### src/rtl/fifo_pkg.sv
// Shared definitions for the byte-fifo drain path: byte width and drain FSM states.
package fifo_pkg;

  localparam int BYTE_W = 8;

  typedef enum logic {
    FILL = 1'b0,
    HOLD = 1'b1
  } drain_state_t;

endpackage

### src/rtl/fifo_word_drain_if.sv
// Bundle of the fifo read side and the packed-word valid/ready port of the drain.
interface fifo_word_drain_if #(
  parameter int ADDR_BITS = 5,
  parameter int BYTES     = 4
);
  import fifo_pkg::*;

  logic                      fifo_empty;
  logic [ADDR_BITS:0]        fifo_count;
  logic [BYTE_W-1:0]         fifo_rdata;
  logic                      fifo_ren;
  logic                      flush;
  logic                      m_valid;
  logic                      m_ready;
  logic [BYTE_W*BYTES-1:0]   m_data;
  logic [BYTES-1:0]          m_keep;

  // The drain block itself.
  modport master (
    input  fifo_empty, fifo_count, fifo_rdata, flush, m_ready,
    output fifo_ren, m_valid, m_data, m_keep
  );

  // The fifo plus the word sink around the drain.
  modport slave (
    output fifo_empty, fifo_count, fifo_rdata, flush, m_ready,
    input  fifo_ren, m_valid, m_data, m_keep
  );

endinterface

### src/rtl/fifo_drain_timer.sv
// Idle counter for a partially filled word; expires on the TIMEOUT-th idle cycle.
module fifo_drain_timer #(
  parameter int TIMEOUT = 8
) (
  input  logic clk,
  input  logic rst,
  input  logic clr_i,
  input  logic inc_i,
  output logic expire_o
);

  localparam int IDLE_W = $clog2(TIMEOUT + 1);

  logic [IDLE_W-1:0] count_q, count_d;

  // Saturate at TIMEOUT so a stalled count can never wrap back to a fresh window.
  always_comb begin
    count_d = count_q;
    if (clr_i) begin
      count_d = '0;
    end else if (inc_i && (count_q != IDLE_W'(TIMEOUT))) begin
      count_d = count_q + IDLE_W'(1);
    end
  end

  always_ff @(posedge clk or posedge rst) begin
    if (rst) begin
      count_q <= '0;
    end else begin
      count_q <= count_d;
    end
  end

  assign expire_o = inc_i && (count_q == IDLE_W'(TIMEOUT - 1));

endmodule

### src/rtl/fifo_word_drain.sv
// Pops bytes from an async-read fifo and packs them little-endian into BYTES-wide words,
// emitting full words, or partial words with a keep mask on idle timeout or flush.
module fifo_word_drain
  import fifo_pkg::*;
#(
  parameter int ADDR_BITS = 5,
  parameter int BYTES     = 4,
  parameter int TIMEOUT   = 8
) (
  input  logic               clk,
  input  logic               rst,
  fifo_word_drain_if.master  bus
);

  localparam int FILL_W = $clog2(BYTES + 1);
  localparam int WORD_W = BYTE_W * BYTES;
  localparam int unsigned FIFO_DEPTH = 1 << ADDR_BITS;

  drain_state_t       state_q, state_d;
  logic [FILL_W-1:0]  fill_q, fill_d;
  logic [WORD_W-1:0]  data_q, data_d;
  logic [BYTES-1:0]   keep_q, keep_d;
  logic [BYTES-1:0]   lane_wr;
  logic               pop;
  logic               handshake;
  logic               last_byte;
  logic               flush_take;
  logic               idle_inc;
  logic               idle_clr;
  logic               idle_expire;

  assign pop        = bus.fifo_ren;
  assign handshake  = (state_q == HOLD) && bus.m_ready;
  assign last_byte  = pop && (fill_q == FILL_W'(BYTES - 1));
  // A flush arriving with the first byte still counts: that byte makes the word non-empty.
  assign flush_take = (state_q == FILL) && bus.flush && ((fill_q != '0) || pop);
  assign idle_inc   = (state_q == FILL) && (fill_q != '0) && bus.fifo_empty;
  assign idle_clr   = (state_q != FILL) || (fill_q == '0) || pop;

  fifo_drain_timer #(
    .TIMEOUT (TIMEOUT)
  ) u_timer (
    .clk      (clk),
    .rst      (rst),
    .clr_i    (idle_clr),
    .inc_i    (idle_inc),
    .expire_o (idle_expire)
  );

  always_ff @(posedge clk or posedge rst) begin
    if (rst) begin
      state_q <= FILL;
    end else begin
      state_q <= state_d;
    end
  end

  always_comb begin
    state_d = state_q;
    case (state_q)
      FILL:    if (last_byte || flush_take || idle_expire) state_d = HOLD;
      HOLD:    if (bus.m_ready) state_d = FILL;
      default: state_d = FILL;
    endcase
  end

  always_comb begin
    bus.fifo_ren = 1'b0;
    bus.m_valid  = 1'b0;
    case (state_q)
      FILL:    bus.fifo_ren = !bus.fifo_empty && !rst;
      HOLD:    bus.m_valid  = 1'b1;
      default: ;
    endcase
  end

  assign fill_d = handshake ? '0 : (pop ? fill_q + FILL_W'(1) : fill_q);

  genvar gi;
  generate
    for (gi = 0; gi < BYTES; gi++) begin : g_lane
      assign lane_wr[gi] = pop && (fill_q == FILL_W'(gi));
      assign data_d[gi*BYTE_W +: BYTE_W] = handshake   ? '0 :
                                           lane_wr[gi] ? bus.fifo_rdata :
                                                         data_q[gi*BYTE_W +: BYTE_W];
      assign keep_d[gi] = !handshake && (keep_q[gi] || lane_wr[gi]);
    end
  endgenerate

  always_ff @(posedge clk or posedge rst) begin
    if (rst) begin
      fill_q <= '0;
      data_q <= '0;
      keep_q <= '0;
    end else begin
      fill_q <= fill_d;
      data_q <= data_d;
      keep_q <= keep_d;
    end
  end

  assign bus.m_data = data_q;
  assign bus.m_keep = keep_q;

  a_no_read_empty: assert property (@(posedge clk) disable iff (rst)
    !(bus.fifo_ren && bus.fifo_empty));
  a_hold_stable: assert property (@(posedge clk) disable iff (rst)
    (bus.m_valid && !bus.m_ready) |=>
      (bus.m_valid && $stable(bus.m_data) && $stable(bus.m_keep)));
  a_keep_shape: assert property (@(posedge clk) disable iff (rst)
    bus.m_valid |-> ((bus.m_keep != '0) &&
                     ((bus.m_keep & (bus.m_keep + BYTES'(1))) == '0)));
  // Occupancy is only observed: it must agree with the empty flag and fit the fifo.
  a_count_sane: assert property (@(posedge clk) disable iff (rst)
    (bus.fifo_empty == (bus.fifo_count == '0)) && (32'(bus.fifo_count) <= FIFO_DEPTH));
  c_full_word: cover property (@(posedge clk) disable iff (rst)
    bus.m_valid && bus.m_ready && (&bus.m_keep));
  c_partial_word: cover property (@(posedge clk) disable iff (rst)
    bus.m_valid && bus.m_ready && !(&bus.m_keep));

endmodule

### src/flat_wrapper.sv
// flat-port wrapper written by rule: the top's interface ports become plain ports
module fifo_word_drain_flat import fifo_pkg::*;
#(
  parameter int ADDR_BITS = 5,
  parameter int BYTES     = 4,
  parameter int TIMEOUT   = 8
)
  (clk, rst, bus_fifo_empty, bus_fifo_count, bus_fifo_rdata, bus_flush, bus_m_ready, bus_fifo_ren, bus_m_valid, bus_m_data, bus_m_keep);
  fifo_word_drain_if #(.ADDR_BITS(ADDR_BITS), .BYTES(BYTES)) bus_i ();
  input  logic clk;
  input  logic rst;
  input wire logic [$bits(bus_i.fifo_empty)-1:0] bus_fifo_empty;
  input wire logic [$bits(bus_i.fifo_count)-1:0] bus_fifo_count;
  input wire logic [$bits(bus_i.fifo_rdata)-1:0] bus_fifo_rdata;
  input wire logic [$bits(bus_i.flush)-1:0] bus_flush;
  input wire logic [$bits(bus_i.m_ready)-1:0] bus_m_ready;
  output wire logic [$bits(bus_i.fifo_ren)-1:0] bus_fifo_ren;
  output wire logic [$bits(bus_i.m_valid)-1:0] bus_m_valid;
  output wire logic [$bits(bus_i.m_data)-1:0] bus_m_data;
  output wire logic [$bits(bus_i.m_keep)-1:0] bus_m_keep;
  assign bus_i.fifo_empty = bus_fifo_empty;
  assign bus_i.fifo_count = bus_fifo_count;
  assign bus_i.fifo_rdata = bus_fifo_rdata;
  assign bus_i.flush = bus_flush;
  assign bus_i.m_ready = bus_m_ready;
  assign bus_fifo_ren = bus_i.fifo_ren;
  assign bus_m_valid = bus_i.m_valid;
  assign bus_m_data = bus_i.m_data;
  assign bus_m_keep = bus_i.m_keep;
  fifo_word_drain #(.ADDR_BITS(ADDR_BITS), .BYTES(BYTES), .TIMEOUT(TIMEOUT)) u_core (.clk(clk), .rst(rst), .bus(bus_i));
endmodule
### config.mk
export PLATFORM = sky130hd
export DESIGN_NAME = fifo_word_drain_flat
export DESIGN_NICKNAME = d
export VERILOG_FILES = /design/src/rtl/fifo_pkg.sv /design/src/rtl/fifo_word_drain_if.sv /design/src/rtl/fifo_drain_timer.sv /design/src/rtl/fifo_word_drain.sv /design/src/flat_wrapper.sv
export SDC_FILE = /design/constraint.sdc
export NUM_CORES = 1
export LEC_CHECK = 0
export ABC_AREA = 1
export CORE_MARGIN = 2
export CORE_UTILIZATION = 40
export CTS_CLUSTER_DIAMETER = 100
export DETAILED_ROUTE_END_ITERATION = 10
export HOLD_SLACK_MARGIN = 0.06
export PLACE_DENSITY = 0.68
export SETUP_SLACK_MARGIN = 0.2
export SYNTH_ARGS = -nofsm -noshare
export SYNTH_HDL_FRONTEND = slang
export SYNTH_SLANG_ARGS = --single-unit
### constraint.sdc
create_clock -name clk -period 2.11 [get_ports clk]
set_input_delay 0.422 -clock clk [delete_from_list [all_inputs] [get_ports clk]]
set_output_delay 0.422 -clock clk [all_outputs]
set_load 0.01 [all_outputs]
==> results.toml <==
[clocking]
cts_setup_buffers = 0
cts-buffers-inserted = 5
cts_root_buf = "clkbuf_8"
cts_buffer_depth = 2
ctsHoldBuffers = 0
ctsHtreeMaxLevel = 2
cts.sinks = 44
clk_pin_slew_ns = 0.08
clk_latency_ns = 0.30
cts_tree = "built"
postCtsResizedCells = 1

[setup_path]
cp_max_fo = 2
cp.required_ns = 1.69
cp-end-kind = "output port"
crit_slowest_cell = "clkdlybuf4s50_1"
arrival_ns = 1.44
r2r-start = "u_core.fill_q[0]"
crit_buf_inv = 3
worstPathCellList = "clkdlybuf4s50_1 > nor2_4 > nand2_4 > inv_4 > dlygate4sd2_1"
r2r-end = "u_core.bus.m_data[17]"
r2r.worst_path.cells = 7
critPathTopFamily = "buffers and inverters"
critPathKind = "in -> out"
critPathLaunchType = "input pin"
rrSetupSlack_ns = 0.62
cpPeakStageDelay_ns = 0.46

[yosys]
synth-seq-cells = 44
mappedNetlistArea_um2 = 2160
syn_area_per_cell_um2 = 8.78
synth_warnings = 0
synth_cell_types = 24
synth.net_count = 272
postSynthCellCount = 246
ys_seq_area_frac = 0.510

[job]
drv_cap = 0

[floorplanning]
core-area_um2 = 5170
core.rowCount = 26
start_util = 0.418
dieArea_um2 = 6000
pin_count = 57
fp.dieW_um = 77.5
dieHeight_um = 77.5

[final_layout]
nets = 330
areaGrowthSynthToFinish_pct = 33.3
utilization = 0.557
design_area_um2 = 2880
drive_above_1_share = 0.138
fin_cells = 375
n_antenna_cell = 0
num-fill-cells = 483

[sta]
hold_violations = 0
period_minus_slack_ns = 1.86
relSlewSlack = 0.634
fin_crit_sh = 0.882
rsz0062_at_grt = "no"
tightest_slew_ns = 0.549
clock_skew_ns = 0.00641
fin_hold_ws_ns = 0.503
fmax_mhz = 537
drv_slew = 0
finalWorstSetupSlack_ns = 0.249
setup_viol = 0

[status]
status = "completed"

[global_routing]
grt.overflow.total = 0
grt_pass1_vias = 1642
antenna_found_initial = 0
grt_pass1_wl_mm = 8.14
grt_max_degree = 45
grt_util_all_layers = 0.176

[placement]
place_ws_ns = -0.0272
hpwl_mm = 3.45
gp_congestion = 0.819
dp.cells = 367
port_buffers = 50
dpl_cell_area_um2 = 2750

[drt]
routed-wl-met2_mm = 2.30
viasPerCell = 4.89
drt-met1-wl_mm = 2.22
drc_errors = 0
drt_iter0_drc = 143
wire_per_inst_um = 13.1
ant_nets = 0
routed.top_layer = "met4"
dr.pass1.iters = 4
met3_length_um = 317
wl_mm = 4.93
via_count = 1834

[min_path]
hold_depth = 2
hp-start = "u_core.bus.m_data[10]"
min_to = "u_core.bus.m_data[10]"
hp-class = "reg -> reg"

[pwr]
p_leak_nw = 1.45
ir_drop_uv = 533
powerDensity_nw_per_um2 = 1230
-- stage by stage --
| stage | TNS, ns | total power, mW |
|---|---|---|
| CTS | 0 | 3.59 |
| floorplan | 0 | 2.15 |
| detailed placement | -0.0272 | 2.87 |
| global route | 0 | 3.81 |
| global placement | -0.0301 | 2.85 |
| finish | 0 | 3.55 |
-- registers in the layout, summed over array words and instances, names as in the netlist --
signal                  flops
u_core.u_timer.count_q      4
u_core.bus.m_data          32
u_core.bus.m_keep           4
u_core.fill_q               3
u_core.state_q              1
-- layout make-up --
type                            instances  area, um^2  area share
Clock buffer                            7        96.3      0.0335
Clock inverter                          1        30.0      0.0104
Inverter                               31         119      0.0413
Multi-Input combinational cell        163         878       0.305
Sequential cell                        44        1100       0.382
Tap cell                               70        87.6      0.0304
Timing Repair Buffer                   59         567       0.197
-- synth_stat cells --
cell type / count / area [um^2]
nand2_2: 1 / 6.26
o22ai_1: 1 / 6.26
a21oi_1: 3 / 15.0
or2_2: 1 / 6.26
nor2_2: 8 / 50.1
nand3_1: 60 / 300
nand2_8: 3 / 60.1
buf_6: 1 / 11.3
nor3_1: 2 / 10.0
dfrtp_1: 44 / 1100
nand2_1: 58 / 218
nor2_1: 9 / 33.8
buf_2: 6 / 30.0
ha_1: 7 / 87.6
inv_1: 26 / 97.6
nand4_1: 1 / 6.26
a21oi_2: 3 / 26.3
buf_12: 1 / 20.0
nor2_4: 1 / 11.3
nand3_2: 2 / 20.0
o21ai_0: 2 / 10.0
inv_2: 4 / 15.0
nand2_4: 1 / 11.3
inv_4: 1 / 6.26
-- metal layers --
metal  up-vias  track usage
li1        909            -
met1       862        0.252
met2        56        0.255
met3         7       0.0430
met4         0       0.0696
met5         -            0
-- worst max path at each step --
stage | depth (start not counted) | to | start
after floorplan | 6 | u_core.u_timer.count_q[1] | rst
after global placement | 5 | bus_fifo_ren | rst
after detailed placement | 5 | bus_fifo_ren | rst
after CTS | 5 | bus_fifo_ren | rst
after global routing | 5 | bus_fifo_ren | rst
final | 5 | bus_fifo_ren | rst
-- placed cells by master (no fill, tap or decap), types with 4 or more instances in the layout --
master,n
clkdlybuf4s50_1,49
buf_4,9
nand3_1,60
dfrtp_1,44
inv_2,4
ha_1,7
inv_1,26
nand2_1,58
nor2_2,8
nor2_1,9
clkbuf_8,7
-- cells by family (layout without fill, tap and decap cells) --
family | after synthesis | after routing | synth area share
and+or+nand+nor | 147 | 147 | 0.340
DFF | 44 | 44 | 0.510
adders and majority gates | 7 | 7 | 0.0406
buffers and inverters | 39 | 98 | 0.0834
AOI/OAI and AO/OA | 9 | 9 | 0.0267
-- power breakdown --
part / total (mW) / switching (mW) / internal, mW
Clock: 0.698 / 0.281 / 0.418
Sequential: 1.31 / 0.185 / 1.12
Combinational: 1.55 / 0.838 / 0.708
-- worst min-delay path, cell delays in order (launching register included) --
cell and delay [ns]:
dfrtp_1 0.35, nand3_1 0.07, nand2_1 0.05
(Power assumes the default switching activity.)
